## config.mk

```make
export PLATFORM = sky130hd
export DESIGN_NAME = spi_data_fifo
export DESIGN_NICKNAME = d
export VERILOG_FILES = /design/src/rtl/spi_data_fifo.sv
export SDC_FILE = /design/constraint.sdc
export NUM_CORES = 1
export LEC_CHECK = 0
export CELL_PAD_IN_SITES_DETAIL_PLACEMENT = 1
export CELL_PAD_IN_SITES_GLOBAL_PLACEMENT = 2
export CORE_AREA = 3 3 84 86
export DETAILED_ROUTE_END_ITERATION = 7
export DIE_AREA = 0 0 87 89
export PLACE_DENSITY = 0.76
export SLEW_MARGIN = 15
export SYNTH_ARGS = -nofsm -noshare
export SYNTH_HDL_FRONTEND = slang
export SYNTH_SLANG_ARGS = --single-unit
```

## constraint.sdc

```tcl
create_clock -name clk -period 1.95 [get_ports clk]
set_clock_uncertainty 0.05 [all_clocks]
set_input_delay 0.39 -clock clk [delete_from_list [all_inputs] [get_ports clk]]
set_output_delay 0.39 -clock clk [all_outputs]
set_load 0.05 [all_outputs]
```

## src/rtl/spi_data_fifo.sv

```systemverilog
// rtl/spi_data_fifo.sv - SPI staging FIFO with occupancy flags, sticky errors and strobe mode; SPI_FIFO_FWFT_EN selects first-word-fall-through reads
module spi_data_fifo #(
    parameter int WORD_SIZE     = 8,
    parameter int DEPTH         = 4,
    parameter int AFULL_THRESH  = DEPTH - 1,
    parameter int AEMPTY_THRESH = 1,
    parameter int EDGE_MODE     = 0
) (
    input  logic                       clk,
    input  logic                       rstn,
    input  logic                       write,
    input  logic                       read,
    input  logic                       clear_err,
    input  logic [WORD_SIZE-1:0]       data_in,
    output logic [WORD_SIZE-1:0]       data_out,
    output logic [$clog2(DEPTH+1)-1:0] count,
    output logic                       buffer_full,
    output logic                       buffer_empty,
    output logic                       almost_full,
    output logic                       almost_empty,
    output logic                       overflow,
    output logic                       underflow
);
    localparam int PW = $clog2(DEPTH);
    localparam int CW = $clog2(DEPTH + 1);
    localparam logic [CW-1:0] FULL_CNT   = CW'(DEPTH);
    localparam logic [CW-1:0] AFULL_CNT  = CW'(AFULL_THRESH);
    localparam logic [CW-1:0] AEMPTY_CNT = CW'(AEMPTY_THRESH);

    logic [WORD_SIZE-1:0] mem [DEPTH];

    logic [PW-1:0] wr_ptr_q, wr_ptr_d;
    logic [PW-1:0] rd_ptr_q, rd_ptr_d;
    logic [CW-1:0] count_q, count_d;
    logic          write_q, read_q;
    logic          full_q, full_d;
    logic          empty_q, empty_d;
    logic          afull_q, afull_d;
    logic          aempty_q, aempty_d;
    logic          ovf_q, ovf_d;
    logic          udf_q, udf_d;
    logic          wr_req, rd_req, wr_acc, rd_acc;
`ifndef SPI_FIFO_FWFT_EN
    logic [WORD_SIZE-1:0] dout_q, dout_d;
`endif

    // Request qualification, acceptance, next pointers/count/flags
    always_comb begin
        wr_req = (EDGE_MODE != 0) ? (write & ~write_q) : write;
        rd_req = (EDGE_MODE != 0) ? (read & ~read_q) : read;
        // A read frees the head slot, so a write into a full FIFO is accepted alongside it
        rd_acc = rd_req && (count_q != '0);
        wr_acc = wr_req && ((count_q != FULL_CNT) || rd_acc);

        wr_ptr_d = wr_acc ? wr_ptr_q + PW'(1) : wr_ptr_q;
        rd_ptr_d = rd_acc ? rd_ptr_q + PW'(1) : rd_ptr_q;

        count_d = count_q;
        if (wr_acc && !rd_acc) begin
            count_d = count_q + CW'(1);
        end else if (rd_acc && !wr_acc) begin
            count_d = count_q - CW'(1);
        end

        full_d   = (count_d == FULL_CNT);
        empty_d  = (count_d == '0);
        afull_d  = (count_d >= AFULL_CNT);
        aempty_d = (count_d <= AEMPTY_CNT);

        // Set wins over clear when both happen in one cycle
        ovf_d = (wr_req && !wr_acc) || (ovf_q && !clear_err);
        udf_d = (rd_req && !rd_acc) || (udf_q && !clear_err);
`ifndef SPI_FIFO_FWFT_EN
        dout_d = rd_acc ? mem[rd_ptr_q] : dout_q;
`endif
    end

    // Control state with asynchronous active-high reset
    always_ff @(posedge clk or posedge rstn) begin
        if (rstn) begin
            wr_ptr_q <= '0;
            rd_ptr_q <= '0;
            count_q  <= '0;
            write_q  <= 1'b0;
            read_q   <= 1'b0;
            full_q   <= 1'b0;
            empty_q  <= 1'b1;
            afull_q  <= 1'b0;
            aempty_q <= 1'b1;
            ovf_q    <= 1'b0;
            udf_q    <= 1'b0;
`ifndef SPI_FIFO_FWFT_EN
            dout_q   <= '0;
`endif
        end else begin
            wr_ptr_q <= wr_ptr_d;
            rd_ptr_q <= rd_ptr_d;
            count_q  <= count_d;
            write_q  <= write;
            read_q   <= read;
            full_q   <= full_d;
            empty_q  <= empty_d;
            afull_q  <= afull_d;
            aempty_q <= aempty_d;
            ovf_q    <= ovf_d;
            udf_q    <= udf_d;
`ifndef SPI_FIFO_FWFT_EN
            dout_q   <= dout_d;
`endif
        end
    end

    // Storage array; contents are not reset, pointers alone define validity
    always_ff @(posedge clk) begin
        if (wr_acc) begin
            mem[wr_ptr_q] <= data_in;
        end
    end

`ifdef SPI_FIFO_FWFT_EN
    assign data_out = (count_q == '0) ? '0 : mem[rd_ptr_q];
`else
    assign data_out = dout_q;
`endif

    assign count        = count_q;
    assign buffer_full  = full_q;
    assign buffer_empty = empty_q;
    assign almost_full  = afull_q;
    assign almost_empty = aempty_q;
    assign overflow     = ovf_q;
    assign underflow    = udf_q;
endmodule

```

# Yosys cells after proc, flatten, opt, wreduce, memory -nomap -nowiden
# Memories as Yosys holds them, arrays and structs flattened. A register that Yosys moved wholly into a read port is not among the register bits.
# Index checks and enable logic that the tools add are counted.
# W data, S select, Z words.
# totals
regBits	13
latch_bits	0
ramBits	32
rom_bits	0
input_bits	13
out_inout_bits	17
n_memories	1
# classes
addsub	4
multipliers	0
div_mod_pow	0
magnitude_cmp	2
n_eq_ne	2
shift	0
mux	4
bitwise_logic	0
reduce_logical	16
# mem_list
name	words	word_bits	rd	rd_ports_with_merged_regs	wr	line	source
mem	4	8	1	1	1	30	logic [WORD_SIZE-1:0] mem [DEPTH];
# ops
op	n
$logic_and A1 B1 Y1	8
$mux W3	2
$add A2 B1 Y2 const B	2
$add A3 B1 Y3 const B	1
$eq A3 B3 Y1 const B	1
$ge A3 B2 Y1 const B	1
$le A3 B1 Y1 const B	1
$logic_not A1 Y1	3
$logic_not A3 Y1	1
$logic_or A1 B1 Y1	3
$ne A3 B3 Y1 const B	1
$reduce_bool A3 Y1	1
$sub A3 B1 Y3 const B	1
$mux W1	2

# Depth between registers and ports, before layout
# Gate-level depths: netlist of run 1.
# logic_depth
ltp_word	9
mapped_depth	7
mapped_depth_nobuf	6

# Worst setup path before layout of run 1
# OpenSTA, ideal clock, no wires.
# synth_path
kind	flip-flop to flip-flop
start	register count_q[0] (netlist: count[0])
end	register afull_q (netlist: almost_full)
arrival_ps	2029
required_time_ps	1782
setup_slack_ps	-247
stages_incl_launch_ff	8
path_cell_list	dfrtp_1 > inv_1 > ha_1 > nand2b_1 > buf_6 > a211oi_4 > a311o_4 > a21o_1
# synth_between
elab_chain_len	9
# synth_rtl
item	line	source
start: declaration	34	logic [CW-1:0] count_q, count_d;
start signal: assignment	98	count_q <= count_d;
$reduce_bool A3 Y1	52	rd_acc = rd_req && (count_q != '0);
$logic_and A1 B1 Y1	52	
$logic_or A1 B1 Y1	53	wr_acc = wr_req && ((count_q != FULL_CNT) || rd_acc);
$logic_and A1 B1 Y1	53	
$logic_not A1 Y1	61	end else if (rd_acc && !wr_acc) begin
$logic_and A1 B1 Y1	61	
$mux W3	61	
$mux W3 *	59	if (wr_acc && !rd_acc) begin
named net count_d[0]	34	
$ge A3 B2 Y1 *	67	afull_d = (count_d >= AFULL_CNT);
named net afull_d	38	logic afull_q, afull_d;
end signal: assignment	103	afull_q <= afull_d;
end: declaration	38	
# Mark *: on every way through the listed nets, which the timed path passes. The rest lies on a longest branch.
# A chain may end at the register's enable or synchronous reset.

# Worst setup path after layout of run 1
# layout_path
start	register dout_q[0] (netlist: data_out[0]) (read register of mem)
end	output data_out[0]
# layout_lines
item	line	source
start: declaration	44	logic [WORD_SIZE-1:0] dout_q, dout_d;
end: declaration	15	output logic [WORD_SIZE-1:0] data_out,
# No word-level cell between the ends.

==> metrics.txt, run 1 <==
sequential share of the synthesized area approximately two thirds; Met3 Routed Length 128 um; nets around 200; Die X between 80 and 90 um; DR WL met2 about 2200 um; Yosys top cell by area edfxtp_1; worst r2r path cells 6; antenna viol nets, final 0; critical path class reg -> out; post-synth cell types 38; n_diodes 0; top area cells in the synthesized netlist edfxtp_1, dfrtp_1, mux4_2; via count between 1000 and 1500; CP max stage delay 800 ps; crit-path max FO 2; TritonCTS buffer count 5; number of placed I/O pins 30; period utilization 97.0%; CP Capture Type output port; layout cells sized above 1 a little over two fifths; H-Tree Depth 2; Worst setup SP type flip-flop; VDD IR-drop max 790 uV; CTS clock-pin slew for the worst setup and hold paths 90 ps; clk root buf clkbuf_8; Syn. warnings 0; area share of the largest cell type after synthesis a little over two fifths; Vias/cell between 4 and 5; cell leakage power around 1.1 nW; CTS tree done; total wire length 4410 um; initial antenna violation count 0; setup violators final 0; later-pin clock latency in the skew report ~300 ps; Hold-fix buffers, CTS 0; Final Hold Viols 0; Placed Area between 2000 and 3000 um2; RSZ-0062 raised after global routing no; capturing point of the worst reg2reg path almost_full; fin cells around 260; most common cell after layout, fill and taps aside buf_4; vias in the first global route about 1400; Critical path buffers and inverters 1; worst reg2reg setup slack 140 ps; CP Cell Sequence clkdlybuf4s50_1; worst slew pin tran ~500 ps; initial drt markers 52; GRT overflow 0; Crit path arrival time approximately 1500 ps; clk sink count 53; Synth Flop Type edfxtp_1; max_cap viols 0; dpl hpwl approximately 3400 um; Syn-to-layout area delta 26.8%; global-route usage over all layers between 10% and 20%; multi-input combinational cell area about 720 um2; DRC violations left 0; Post-synth ARST share 39.6%; gp weighted congestion roughly 0.80; fin area approximately 2900 um2; Slew HR between 60% and 70%; CP required around 1500 ps; status finished clean; Die H a little under 90 um; Placed Cells 253; Avg WL per Cell 16.8 um; top sig layer met4; synthesized area per cell 17.1 um2; number of enable flip-flop cells after synthesis 32; cell area after synthesis between 2000 and 2500 um2; synthesized net count about 150; CP max-delay cell clkdlybuf4s50_1; Port-buffer cells 29; Final Max Slew Viols 0; fillcell total 626; die area around 7700 um2; dpl ws -133 ps; num rows 29; Min Clock Period, post-route ~1900 ps; Fin Hold WS roughly 330 ps; Post-Route M1 WL approximately 1900 um; first-pass GRT wire length 7250 um; pin count of the biggest net entering global routing 17; Max Fclk roughly 530 MHz; Hold/Removal Path Class in -> async; worst reg2reg startpoint count[1]; Register Area about 1500 um2; Final Total Pwr roughly 4.7 mW; First-pass DRT Iterations 3; Clock Tree Buf Depth 2; Initial Util 35.5%; Power Density 1630 nW/um2; Post-Syn Instances about 130; Crit path max-delay family buffers and inverters; Final WS setup about 58 ps; Core Box Area between 6000 and 7000 um2; leading cell types in the layout, fill and taps excluded buf_4, edfxtp_1, dfrtp_1; #FFs+latches synth 53
-- cell type report --
cell class / count / area share [%]
sequential: 53 / 52.2
clock inverter: 2 / 0.481
inverter: 9 / 1.18
tap: 77 / 3.37
timing repair buffer: 51 / 15.1
clock buffer: 6 / 2.54
multi-input combinational: 64 / 25.1
-- what timing repair did --
item                       4_1_cts  5_1_grt
gates resized for setup          0        4
buffers inserted                 0        1
setup endpoints to repair        0       10
-- cell usage after synthesis, types with 3 or more instances --
cell type  number
dfrtp_1        19
ha_1            7
and2_1          4
nor2_1          3
xnor2_1         3
mux4_2          8
inv_1           9
edfxtp_1       32
mux2_2          9
nand2_1         7
-- registers in the layout (all words and copies together) (netlist names) --
name,count
data_out,8
almost_empty,1
rd_ptr_q,2
buffer_empty,1
overflow,1
count,3
almost_full,1
wr_ptr_q,2
mem,32
buffer_full,1
underflow,1
-- logic make-up after synthesis --
family	Yosys count	share of synthesized area [%]
buf+inv	15	3.44
flops	53	66.0
simple gates	22	5.77
xor+xnor	3	1.17
fa+ha+maj	7	3.88
mux	19	13.5
compound gates	13	6.16
-- worst reg2reg max path: stages (launching register included) --
cell and delay, ps:
dfrtp_2 410, inv_1 120, ha_4 190, mux2i_4 260
mux2i_1 130, a311o_4 360, a21o_1 180
-- metrics by stage --
step | utilization (%) | TNS (ps)
finish | 45.0 | 0
global route | 45.0 | 0
CTS | 44.5 | 0
detailed placement | 43.1 | -3170
global placement | 43.1 | -1010
floorplan | - | 0
-- power by group --
| part | internal (mW) | total [mW] | switching [mW] | leakage (nW) |
|---|---|---|---|---|
| logic | 1.01 | 2.30 | 1.29 | 0.529 |
| clock network | 0.256 | 0.608 | 0.352 | 0.0456 |
| registers | 1.55 | 1.74 | 0.186 | 0.539 |
| total | 2.82 | 4.65 | 1.83 | 1.11 |
-- layer usage --
| metal | GRT usage [%] | vias up |
|---|---|---|
| li1 | - | 584 |
| met3 | 2.58 | 7 |
| met2 | 21.4 | 23 |
| met5 | 0 | - |
| met4 | 5.52 | 0 |
| met1 | 15.1 | 657 |
-- worst max-delay path by stage --
stage	from	to	slack (ps)	cells past startpoint
after floorplan	count[0]	almost_full	10	6
after global placement	read	mem[3][7]	-40	5
after detailed placement	read	mem[3][3]	-130	5
after CTS	data_out[0]	data_out[0]	40	1
after global routing	almost_full	almost_full	9	1
final	data_out[0]	data_out[0]	60	1
(Power assumes the default switching activity.)
==> inputs of run 2 (changes only) <==
--- a/config.mk
+++ b/config.mk
@@ -11,6 +11,7 @@
 export DETAILED_ROUTE_END_ITERATION = 7
 export DIE_AREA = 0 0 87 89
 export PLACE_DENSITY = 0.76
+export SETUP_SLACK_MARGIN = 0.15
 export SLEW_MARGIN = 15
 export SYNTH_ARGS = -nofsm -noshare
 export SYNTH_HDL_FRONTEND = slang
==> metrics.txt, run 2 (synthesized netlist as in run 1, its figures left out) <==
most common cell after layout, fill and taps aside edfxtp_1; critical path class reg -> reg; layout cells sized above 1 42.5% (+0.30 points); Final Core Density 44.9% (-0.079 points); Avg WL per Cell 16.9 um (+0.26%); dpl ws -78.1 ps (+54.5 ps); Die H 89 um (unchanged); largest register by flop count mem; clk root buf clkbuf_8; Die X 87 um (unchanged); vias in the first global route 1356 (-5.8%); Worst setup SP type flip-flop; pin count of the biggest net entering global routing 18 (+1); worst slew pin tran 490 ps (-11.9 ps); Hold/Removal Path Class in -> async; nets 198 (-2.9%); Syn-to-layout area delta 26.6%; CP required 2100 ps (+590 ps); DRC violations left 0 (unchanged); CTS clock-pin slew for the worst setup and hold paths 100 ps (about the same); Core Box Area 6350 um2 (unchanged); setup violators final 0 (unchanged); Hold-fix buffers, CTS 0 (unchanged); fillcell total 625 (-0.16%); Clock Tree Buf Depth 2 (unchanged); multi-input combinational cell area 717 um2 (-0.17%); top sig layer met4; n_diodes 0 (unchanged); VDD IR-drop max 980 uV (+24%); via count 1237 (-2.7%); TritonCTS buffer count 5 (unchanged); clk sink count 53 (unchanged); Register Area 1490 um2 (unchanged); CP Capture Type flip-flop; later-pin clock latency in the skew report 300 ps (about the same); RSZ-0062 raised after global routing yes; Final Hold Viols 0 (unchanged); Power Density 1680 nW/um2 (+3.1%); DR WL met2 2240 um (-0.40%); Final WS setup 180 ps (+122 ps); Met3 Routed Length 190 um (+48%); first-pass GRT wire length 7040 um (-2.9%); initial drt markers 38 (-27%); Post-Route M1 WL 1810 um (-6.9%); CP max stage delay 430 ps (-370 ps); CTS tree done; Initial Util 35.5% (unchanged); crit-path max FO 6 (+4); gp weighted congestion 0.711 (-11%); Placed Area 2680 um2 (-2.2%); H-Tree Depth 2 (unchanged); number of placed I/O pins 30 (unchanged); period utilization 90.8% (-6.2 points); total wire length 4320 um (-2.0%); fin area 2850 um2 (-0.17%); max_cap viols 0 (unchanged); CP max-delay cell dfrtp_2; Crit path max-delay family compound AO/OA/AOI/OAI gates; dpl hpwl 3100 um (-8.7%); Final Max Slew Viols 0 (unchanged); num rows 29 (unchanged); Vias/cell 4.83 (-0.39%); global-route usage over all layers 12.4% (-0.084 points); leading cell types in the layout, fill and taps excluded edfxtp_1, buf_4, dfrtp_1; antenna viol nets, final 0 (unchanged); Min Clock Period, post-route 1770 ps (-122 ps); status finished clean; Max Fclk 565 MHz (+6.9%); initial antenna violation count 0 (unchanged); GRT overflow 0 (unchanged); First-pass DRT Iterations 4 (+1); Final Total Pwr 4.79 mW (+3.0%); Critical path buffers and inverters 1 (unchanged); CP Cell Sequence inv_2, ha_4, mux2i_4, mux2i_1, a311o_4, a21o_1; Port-buffer cells 29 (unchanged); Crit path arrival time 1930 ps (+480 ps); cell leakage power 1.12 nW (+0.19%); max reg flops 32 (unchanged); die area 7740 um2 (unchanged); Slew HR 67.5% (+1.0 points)
run 2: cell count changes in the layout (fill, tap and decap cells not counted), moves of 2 or more:
cell and change:
and2_2 +4, dlygate4sd2_1 +4, clkdlybuf4s50_1 -4, buf_4 -6
bufinv_16 +2, and2_1 -4
run 2: final timing paths:
kind	from	cells past startpoint	end	slack (ps)
worst max-delay path	count[1]	6	almost_full	180
worst min-delay path	rstn	3	data_out[5]	350
worst max register to register	count[1]	6	almost_full	180
worst min register to register	data_out[5]	1	data_out[5]	460
max in group asynchronous	rstn	3	almost_empty	1260
min in group clk	data_out[5]	1	data_out[5]	460
run 2: timing repair:
item | CTS | global route
pin swaps | 1 | 1
endpoints found under the setup margin | 16 | 3
buffers inserted | 2 | 2
resized for setup | 6 | 1
run 2: area by class of cell:
type | instances | area share (%)
flip-flops and latches | 53 | 52.3
repair buffers | 45 | 13.2
multi-input cells | 64 | 25.1
inverters | 9 | 1.27
clock buffers | 5 | 2.41
well taps | 77 | 3.38
clock inverters | 3 | 2.41
run 2: worst register-to-register path, delay by kind of cell (launching register included):
family | cells | cell delay (ps)
AO/OA/AOI/OAI | 2 | 530
multiplexers | 2 | 380
adder cells (fa/ha/maj) | 1 | 200
flip-flops | 1 | 430
buffers and inverters | 1 | 80
run 2: routing by layer:
layer  up-vias  track usage, %
met4         0            5.10
met5         -               0
met2        29            21.6
met3         6            2.58
li1        577               -
met1       625            14.9
run 2: report_power, final:
part           leakage (nW)  internal [mW]  total, mW  switching, mW
Sequential            0.539           1.55       1.73          0.172
Combinational         0.508          0.910       2.19           1.28
Clock                0.0687          0.516      0.875          0.359
run 2: metrics by stage:
stage	std cells	hold WS [ps]	setup TNS [ps]
floorplan	132	315	0
global placement	244	439	-883
detailed placement	244	445	-1200
CTS	254	365	0
global route	256	379	0
finish	256	349	0
